[src/rtl/ip2_test_sequencer_if.sv]
// ----------------------------------------------------------------------------
// ip2_test_sequencer_if : control/status bundle between software, test FSMs
//                         and the ip2 test sequencer.  Rev 1.0
// ----------------------------------------------------------------------------
`default_nettype none

interface ip2_test_sequencer_if #(
  parameter int NUM_TESTS = 4,
  parameter int TIMEOUT_W = 20
);
  logic [5:0]           test_delay;
  logic                 start;
  logic                 abort;
  logic [NUM_TESTS-1:0] test_mask;
  logic [TIMEOUT_W-1:0] timeout_max;
  logic [NUM_TESTS-1:0] test_done;

  logic [5:0]           clk_counter;
  logic [NUM_TESTS-1:0] test_enable;
  logic                 test_enable_re;
  logic [3:0]           active_test;
  logic                 busy;
  logic                 seq_done;
  logic                 seq_error;
  logic [NUM_TESTS-1:0] fail_vec;

  modport master (
    output test_delay, start, abort, test_mask, timeout_max, test_done,
    input  clk_counter, test_enable, test_enable_re, active_test,
           busy, seq_done, seq_error, fail_vec
  );

  modport slave (
    input  test_delay, start, abort, test_mask, timeout_max, test_done,
    output clk_counter, test_enable, test_enable_re, active_test,
           busy, seq_done, seq_error, fail_vec
  );
endinterface

`default_nettype wire

[src/rtl/ip2_test_sequencer.sv]
// ----------------------------------------------------------------------------
// ip2_test_sequencer : grants the shared scan resource to one masked test FSM
//                      at a time, with per-test timeout and pass/fail report.
// Rev 1.0
// ----------------------------------------------------------------------------
`default_nettype none

module ip2_test_sequencer #(
  parameter int NUM_TESTS = 4,
  parameter int TIMEOUT_W = 20
) (
  input  logic                  clk,
  input  logic                  reset,
  ip2_test_sequencer_if.slave   bus
);

  typedef enum logic [2:0] {
    S_IDLE    = 3'd0,
    S_SELECT  = 3'd1,
    S_ARM     = 3'd2,
    S_TRIGGER = 3'd3,
    S_WAIT    = 3'd4,
    S_RELEASE = 3'd5,
    S_FINISH  = 3'd6
  } state_t;

  state_t               r_state;
  logic [NUM_TESTS-1:0] r_remaining;
  logic [TIMEOUT_W-1:0] r_tcnt;

  logic [NUM_TESTS-1:0] w_sel_onehot;
  logic [3:0]           w_sel_idx;
  logic                 w_done_sel;

  // Isolate the lowest pending test; grant order is ascending index.
  assign w_sel_onehot = r_remaining & (~r_remaining + NUM_TESTS'(1));

  always_comb begin
    w_sel_idx = '0;
    for (int k = 0; k < NUM_TESTS; k++) begin
      if (w_sel_onehot[k]) w_sel_idx = 4'(k);
    end
  end

  // Masking with the one-hot grant drops done bits from non-granted tests.
  assign w_done_sel = |(bus.test_done & bus.test_enable);

  always_ff @(posedge clk or posedge reset) begin
    if (reset) begin
      bus.clk_counter <= '0;
    end else if (bus.clk_counter >= bus.test_delay) begin
      bus.clk_counter <= '0;
    end else begin
      bus.clk_counter <= bus.clk_counter + 6'd1;
    end
  end

  always_ff @(posedge clk or posedge reset) begin
    if (reset) begin
      r_state            <= S_IDLE;
      r_remaining        <= '0;
      r_tcnt             <= '0;
      bus.test_enable    <= '0;
      bus.test_enable_re <= 1'b0;
      bus.active_test    <= '0;
      bus.busy           <= 1'b0;
      bus.seq_done       <= 1'b0;
      bus.seq_error      <= 1'b0;
      bus.fail_vec       <= '0;
    end else begin
      bus.test_enable_re <= 1'b0;
      if (bus.abort && (r_state != S_IDLE)) begin
        r_state         <= S_IDLE;
        r_remaining     <= '0;
        bus.test_enable <= '0;
        bus.active_test <= '0;
        bus.busy        <= 1'b0;
        bus.seq_error   <= 1'b1;
      end else begin
        case (r_state)
          S_IDLE: begin
            if (bus.start && !bus.abort) begin
              r_remaining   <= bus.test_mask;
              bus.seq_done  <= 1'b0;
              bus.seq_error <= 1'b0;
              bus.fail_vec  <= '0;
              bus.busy      <= 1'b1;
              r_state       <= (bus.test_mask == '0) ? S_FINISH : S_SELECT;
            end
          end
          S_SELECT: begin
            r_remaining     <= r_remaining & ~w_sel_onehot;
            bus.active_test <= w_sel_idx;
            bus.test_enable <= w_sel_onehot;
            r_state         <= S_ARM;
          end
          S_ARM: begin
            r_state <= S_TRIGGER;
          end
          S_TRIGGER: begin
            bus.test_enable_re <= 1'b1;
            r_tcnt             <= '0;
            r_state            <= S_WAIT;
          end
          S_WAIT: begin
            r_tcnt <= r_tcnt + TIMEOUT_W'(1);
            // The first two WAIT cycles may still see the previous run's done.
            if ((r_tcnt >= TIMEOUT_W'(2)) && w_done_sel) begin
              r_state <= S_RELEASE;
            end else if (r_tcnt == bus.timeout_max) begin
              bus.fail_vec  <= bus.fail_vec | bus.test_enable;
              bus.seq_error <= 1'b1;
              r_state       <= S_RELEASE;
            end
          end
          S_RELEASE: begin
            bus.test_enable <= '0;
            bus.active_test <= '0;
            r_state         <= (r_remaining != '0) ? S_SELECT : S_FINISH;
          end
          S_FINISH: begin
            bus.busy     <= 1'b0;
            bus.seq_done <= 1'b1;
            r_state      <= S_IDLE;
          end
          default: begin
            r_state <= S_IDLE;
          end
        endcase
      end
    end
  end

endmodule

`default_nettype wire

[src/flat_wrapper.sv]
// flat-port wrapper written by rule: the top's interface ports become plain ports
module ip2_test_sequencer_flat 
#(
  parameter int NUM_TESTS = 4,
  parameter int TIMEOUT_W = 20
)
  (clk, reset, bus_test_delay, bus_start, bus_abort, bus_test_mask, bus_timeout_max, bus_test_done, bus_clk_counter, bus_test_enable, bus_test_enable_re, bus_active_test, bus_busy, bus_seq_done, bus_seq_error, bus_fail_vec);
  ip2_test_sequencer_if #(.NUM_TESTS(NUM_TESTS), .TIMEOUT_W(TIMEOUT_W)) bus_i ();
  input  logic clk;
  input  logic reset;
  input wire logic [$bits(bus_i.test_delay)-1:0] bus_test_delay;
  input wire logic [$bits(bus_i.start)-1:0] bus_start;
  input wire logic [$bits(bus_i.abort)-1:0] bus_abort;
  input wire logic [$bits(bus_i.test_mask)-1:0] bus_test_mask;
  input wire logic [$bits(bus_i.timeout_max)-1:0] bus_timeout_max;
  input wire logic [$bits(bus_i.test_done)-1:0] bus_test_done;
  output wire logic [$bits(bus_i.clk_counter)-1:0] bus_clk_counter;
  output wire logic [$bits(bus_i.test_enable)-1:0] bus_test_enable;
  output wire logic [$bits(bus_i.test_enable_re)-1:0] bus_test_enable_re;
  output wire logic [$bits(bus_i.active_test)-1:0] bus_active_test;
  output wire logic [$bits(bus_i.busy)-1:0] bus_busy;
  output wire logic [$bits(bus_i.seq_done)-1:0] bus_seq_done;
  output wire logic [$bits(bus_i.seq_error)-1:0] bus_seq_error;
  output wire logic [$bits(bus_i.fail_vec)-1:0] bus_fail_vec;
  assign bus_i.test_delay = bus_test_delay;
  assign bus_i.start = bus_start;
  assign bus_i.abort = bus_abort;
  assign bus_i.test_mask = bus_test_mask;
  assign bus_i.timeout_max = bus_timeout_max;
  assign bus_i.test_done = bus_test_done;
  assign bus_clk_counter = bus_i.clk_counter;
  assign bus_test_enable = bus_i.test_enable;
  assign bus_test_enable_re = bus_i.test_enable_re;
  assign bus_active_test = bus_i.active_test;
  assign bus_busy = bus_i.busy;
  assign bus_seq_done = bus_i.seq_done;
  assign bus_seq_error = bus_i.seq_error;
  assign bus_fail_vec = bus_i.fail_vec;
  ip2_test_sequencer #(.NUM_TESTS(NUM_TESTS), .TIMEOUT_W(TIMEOUT_W)) u_core (.clk(clk), .reset(reset), .bus(bus_i));
endmodule
[config.mk]
export PLATFORM = sky130hd
export DESIGN_NAME = ip2_test_sequencer_flat
export DESIGN_NICKNAME = d
export VERILOG_FILES = /design/src/rtl/ip2_test_sequencer_if.sv /design/src/rtl/ip2_test_sequencer.sv /design/src/flat_wrapper.sv
export SDC_FILE = /design/constraint.sdc
export NUM_CORES = 1
export LEC_CHECK = 0
export ABC_AREA = 0
export CAP_MARGIN = 5
export CORE_AREA = 5 5 92 68
export DETAILED_ROUTE_END_ITERATION = 10
export DIE_AREA = 0 0 97 73
export PLACE_DENSITY = 0.84
export SYNTH_ARGS = -nofsm -noshare
export SYNTH_HDL_FRONTEND = slang
export SYNTH_SLANG_ARGS = --single-unit
[constraint.sdc]
create_clock -name clk -period 3.05 [get_ports clk]
set_clock_uncertainty 0.1 [all_clocks]
set_input_delay 0.4575 -clock clk [delete_from_list [all_inputs] [get_ports clk]]
set_output_delay 0.4575 -clock clk [all_outputs]
set_load 0.1 [all_outputs]
# Word level (Yosys, flattened, before mapping)
# Cells that the tools add are included.
[totals]
register_bits = 49
input_bits = 38
output_inout_bits = 22
wordCells = 94
[classes]
addsub = 3
order_cmp = 2
n_eq_ne = 14
mux = 34
bitwise_logic = 7
n_reduce_logical = 23
[op_table]
columns = ["cell", "count"]
rows = [
  ["$pmux W20 S2", 1],
  ["$pmux W4 S2", 4],
  ["$mux W4", 7],
  ["$add A20 B1 Y20 const B", 1],
  ["$eq A20 B20 Y1", 1],
  ["$ge A20 B2 Y1 const B", 1],
  ["$mux W3", 6],
  ["$pmux W3 S6", 1],
  ["$reduce_bool A3 Y1", 5],
  ["$and A4 B4 Y4", 3],
  ["$eq A3 B3 Y1 const B", 3],
  ["$mux W1", 9],
  ["$not A4 Y4", 2],
  ["$reduce_and A2 Y1", 4],
  ["$add A6 B1 Y6 const B", 1],
  ["$eq A3 B2 Y1 const B", 2],
  ["$ge A6 B6 Y1", 1],
  ["$mux W6", 1],
  ["$ne A3 B1 Y1 const B", 2],
  ["$pmux W1 S2", 3],
  ["$reduce_bool A2 Y1", 3],
  ["$reduce_and A5 Y1", 1],
  ["$add A4 B1 Y4 const B", 1],
  ["$logic_not A4 Y1", 1],
  ["15 further kinds", 19],
]

# Longest topological paths before layout
[depth]
word_depth = 8
mapped_depth = 8

# Least setup slack after synthesis
# No wires, ideal clock.
[synth_path]
path_type = "register to register"
startpoint = "register u_core.bus.clk_counter[0]"
endpoint = "register u_core.bus.clk_counter[3]"
arrival_time_ps = 2183
slack_ps = 693
stages_incl_launch_ff = 9
n_path_buf = 0
period_less_slack_ps = 2357
path_cell_list = "dfrtp_1 inv_1 ha_1 nand2b_1 a21o_1 a21o_1 a21oi_1 o21ai_1 nor2_1"
[synth_between]
elab_chain_len = 2
elab_cells_between_ends = 3
[synth_rtl]
columns = ["item", "line_no", "rtl"]
rows = [
  ["start, declared", "ip2_test_sequencer_if.sv:35", "output clk_counter, test_enable, test_enable_re, active_test,"],
  ["start signal, assigned", "ip2_test_sequencer.sv:54", "bus.clk_counter <= bus.clk_counter + 6'd1;"],
  ["$add A6 B1 Y6 or $ge A6 B6 Y1 (tied branches)", "ip2_test_sequencer.sv:54, ip2_test_sequencer.sv:51", ""],
  ["$mux W6 *", "ip2_test_sequencer.sv:51", "end else if (bus.clk_counter >= bus.test_delay) begin"],
]
# Every way passes the cells marked *; elsewhere a longest branch is shown, timed or not.
# A chain may end at the register's enable or synchronous reset.

# Worst setup path in the final report
[layout_path]
startpoint = "register u_core.r_tcnt[0]"
endpoint = "register u_core.r_state[2]"
[layout_between]
elab_chain_len = 5
elab_cells_between_ends = 8
[layout_rtl]
columns = ["item", "line_no", "rtl"]
rows = [
  ["start, declared", "ip2_test_sequencer.sv:29", "logic [TIMEOUT_W-1:0] r_tcnt;"],
  ["start signal, assigned", "ip2_test_sequencer.sv:106", "r_tcnt <= r_tcnt + TIMEOUT_W'(1);"],
  ["$ge A20 B2 Y1", "ip2_test_sequencer.sv:108", "if ((r_tcnt >= TIMEOUT_W'(2)) && w_done_sel) begin"],
  ["$logic_and A1 B1 Y1", "ip2_test_sequencer.sv:108", ""],
  ["$mux W3", "ip2_test_sequencer.sv:108", ""],
  ["$pmux W3 S6", "ip2_test_sequencer.sv:80", "case (r_state)"],
  ["$mux W3", "ip2_test_sequencer.sv:72", "if (bus.abort && (r_state != S_IDLE)) begin"],
  ["end signal, assigned", "ip2_test_sequencer.sv:88", "r_state <= (bus.test_mask == '0) ? S_FINISH : S_SELECT;"],
  ["end signal, assigned", "ip2_test_sequencer.sv:119", "r_state <= (r_remaining != '0) ? S_SELECT : S_FINISH;"],
  ["end, declared", "ip2_test_sequencer.sv:27", "state_t r_state;"],
]
# Several ways; a longest one is shown, not always the timed one.

==> results.sh <==
export IMPL_status="finished clean"
export IMPL_slew_limit_headroom_pct=60.3
export IMPL_cts_buffer_depth=2
export IMPL_numCtsBuffers=5
export IMPL_pre_cts_ws_ns=0.540
export IMPL_grt_max_degree=48
export IMPL_synthArstFlopShare_pct=100
export IMPL_vias_per_cell=5.50
export IMPL_start_kind="flip-flop"
export IMPL_period_share_pct=77.7
export IMPL_path_cells="inv_1, ha_1, nor4_1, nand2_1, o21ai_0, o21ai_0, a21oi_1, o21ai_0"
export IMPL_ant_nets=0
export IMPL_num_vias=2396
export IMPL_io_pins=60
export IMPL_crit_top_cell="o21ai_0"
export IMPL_r2r_cells=8
export IMPL_total_power_mw=2.90
export IMPL_worstPathMaxFanout=7
export IMPL_synth_top_flop_cell="dfrtp_1"
export IMPL_synthCells=303
export IMPL_grt_overflow_total=0
export IMPL_tns_ns=0
export IMPL_drc=0
export IMPL_arrival_ns=2.46
export IMPL_clock_fmax_ghz=0.422
export IMPL_crit_start="u_core.r_tcnt[0]$_DFFE_PP0P_"
export IMPL_core_um2=5440
export IMPL_wl_per_cell_um=15.1
export IMPL_rsz0062_at_grt="no"
export IMPL_fin_cells=436
export IMPL_syn_area_um2=2780
export IMPL_cts_root_buffer="clkbuf_8"
export IMPL_cp_end_kind="flip-flop"
export IMPL_post_cts_buffers=0
export IMPL_min_period_ns=2.37
export IMPL_worst_endpoint_required_ns=3.14
export IMPL_track_usage_pct=19.1
export IMPL_tightest_slew_ns=0.595
export IMPL_dp_cells=428
export IMPL_grt_pass1_vias=2256
export IMPL_cts_hold_fix_buffers=0
export IMPL_ys_ff_latch=47
export IMPL_antenna_found_initial=0
export IMPL_finalSetupViolCount=0
export IMPL_crit_end="u_core.r_state[2]$_DFFE_PP0P_"
export IMPL_dieArea_um2=7080
export IMPL_dr_pass1_iters=4
export IMPL_fin_nets=407
export IMPL_start_util_pct=51.2
export IMPL_die_w_um=97
export IMPL_synth_cell_types=47
export IMPL_io_buffer_count=57
export IMPL_r2r_end="u_core.r_state[2]$_DFFE_PP0P_"
export IMPL_crit_type="flip-flop to flip-flop"
export IMPL_area_growth_syn_to_layout_pct=25.8
export IMPL_antenna_cells=0
export IMPL_cpPeakStageDelay_ns=0.49
export IMPL_slew_viol_final=0
export IMPL_htree_levels=2
export IMPL_grt_pass1_wl_um=11000
export IMPL_drt_initial_drc_count=249
export IMPL_power_density_nw_per_um2=828
export IMPL_r2r_slack_ns=0.68
export IMPL_cts_resized_gates=0
export IMPL_timing_final_ws_setup_ns=0.681
export IMPL_avgSynthCellArea_um2=9.19
export IMPL_maxCapViolCount=0
export IMPL_clock_sinks=47
export IMPL_ys_warn_count=0
export IMPL_cpMaxStageDelayCell="dfrtp_1"
export IMPL_synth_edf_count=0
export IMPL_peakVddDrop_mv=0.627
export IMPL_gp_congestion=0.837
export IMPL_clkLatencyLatePin_ns=0.31
export IMPL_synth_seq_area_share_pct=42.2
export IMPL_layout_drive_gt1_share_pct=11.9
export IMPL_die_y_um=73
export IMPL_tritoncts="built"
export IMPL_hold_path_class="flip-flop to flip-flop"
export IMPL_routed_wl_um=6590
export IMPL_leakage_nw=1.66
export IMPL_dpl_hpwl_um=5020
export IMPL_fillers=425
export IMPL_timing_rr_start="u_core.r_tcnt[0]$_DFFE_PP0P_"
export IMPL_rows=23
export IMPL_clk_pin_slew_ns=0.09
export IMPL_hold_viol=0
-- final cells by class --
| class | instances | area (µm²) | share of cell area, % |
|---|---|---|---|
| timing repair buffer | 64 | 573 | 16.4 |
| tap | 75 | 93.8 | 2.68 |
| clock buffer | 5 | 68.8 | 1.96 |
| multi-input combinational | 231 | 1500 | 42.9 |
| inverter | 11 | 41.3 | 1.18 |
| clock inverter | 3 | 47.5 | 1.36 |
| sequential | 47 | 1180 | 33.6 |
-- logic make-up after synthesis --
logic type	count (synthesis)	share of synthesized area (%)
compound gates	56	14.4
xor+xnor	41	12.9
fa+ha+maj	9	4.05
buf+inv	26	3.95
flops	47	42.2
other cells	1	0.135
simple gates	123	22.3
-- worst min-delay path by stage --
stage	from	to	slack, ns	cells past startpoint
floorplan	u_core.r_remaining[3]$_DFFE_PP0P_	u_core.r_remaining[3]$_DFFE_PP0P_	0.44	2
global placement	u_core.bus.active_test[1]$_DFFE_PP0P_	u_core.bus.active_test[1]$_DFFE_PP0P_	0.38	2
detailed placement	u_core.bus.active_test[1]$_DFFE_PP0P_	u_core.bus.active_test[1]$_DFFE_PP0P_	0.39	2
CTS	u_core.bus.active_test[1]$_DFFE_PP0P_	u_core.bus.active_test[1]$_DFFE_PP0P_	0.41	2
global route	u_core.bus.active_test[1]$_DFFE_PP0P_	u_core.bus.active_test[1]$_DFFE_PP0P_	0.44	2
finish	u_core.bus.active_test[1]$_DFFE_PP0P_	u_core.bus.active_test[1]$_DFFE_PP0P_	0.41	2
-- synthesized netlist by cell type, types with 2 or more instances --
cell      instances  area share (%)
a21o_1            2            0.54
a21oi_1          11             2.0
a221oi_1          2            0.63
a22o_1            8             2.5
a22oi_1           3            0.81
a32o_1            2            0.72
and4_1            3            0.94
buf_4             3            0.81
clkbuf_1         10             1.3
dfrtp_1          47              42
ha_1              9             4.0
inv_1            11             1.5
nand2_1          26             3.5
nand2b_1          6             1.3
nand3_1          16             2.9
nand4_1           3            0.67
nor2_1           42             5.7
nor2b_1           3            0.67
nor3_1            3            0.54
nor4_1           12             2.7
o21ai_0          14             2.5
o32a_1            2            0.72
or2_2             2            0.45
xnor2_1           5             1.6
xor2_1           36              11
-- registers in the layout, indices dropped and copies added (netlist names) --
name	count
u_core.r_remaining	4
u_core.bus.active_test	2
u_core.bus.test_enable_re	1
u_core.r_state	3
u_core.bus.busy	1
u_core.bus.seq_error	1
u_core.bus.seq_done	1
u_core.r_tcnt	20
u_core.bus.fail_vec	4
u_core.bus.test_enable	4
u_core.bus.clk_counter	6
-- per-layer routing --
layer | track usage (%) | share of wire (%) | up-vias
met4 | 5.45 | 1.8 | 0
met3 | 3.63 | 6.1 | 12
met2 | 29.7 | 46 | 75
met1 | 27.3 | 46 | 1137
li1 | - | - | 1172
met5 | 0 | 0 | -
-- critical path: cells and delay by family (launching register included) --
kind | cells | cell delay [ns]
adder cells (fa/ha/maj) | 1 | 0.21
buffers and inverters | 1 | 0.08
flip-flops | 1 | 0.49
AND/OR/NAND/NOR | 2 | 0.40
AO/OA/AOI/OAI | 4 | 0.97
-- metrics by stage --
stage	cell area, µm²	hold WS (ns)	utilization, %
after floorplan	2790	0.443	-
after global placement	3390	0.379	62.2
after detailed placement	3390	0.390	62.2
after CTS	3500	0.410	64.4
after global routing	3500	0.441	64.4
final	3500	0.408	64.4
-- power by group --
| group | total, mW | switching, mW | internal, mW |
|---|---|---|---|
| Clock | 0.479 | 0.230 | 0.249 |
| Sequential | 0.946 | 0.185 | 0.761 |
| Combinational | 1.48 | 1.02 | 0.452 |
-- cells in the final DEF, fill, tap and decap left out, types with 5 or more instances in the layout --
cell | Yosys | routed
xnor2_1 | 5 | 5
nand3_1 | 16 | 16
o21ai_0 | 14 | 14
clkbuf_8 | 0 | 5
dfrtp_1 | 47 | 47
a21oi_1 | 11 | 11
xor2_1 | 36 | 36
nand2b_1 | 6 | 6
inv_1 | 11 | 10
nor2_1 | 42 | 42
clkdlybuf4s50_1 | 0 | 37
nor4_1 | 12 | 12
nand2_1 | 26 | 26
a22o_1 | 8 | 8
buf_4 | 3 | 27
ha_1 | 9 | 9
(Power assumes the default switching activity.)
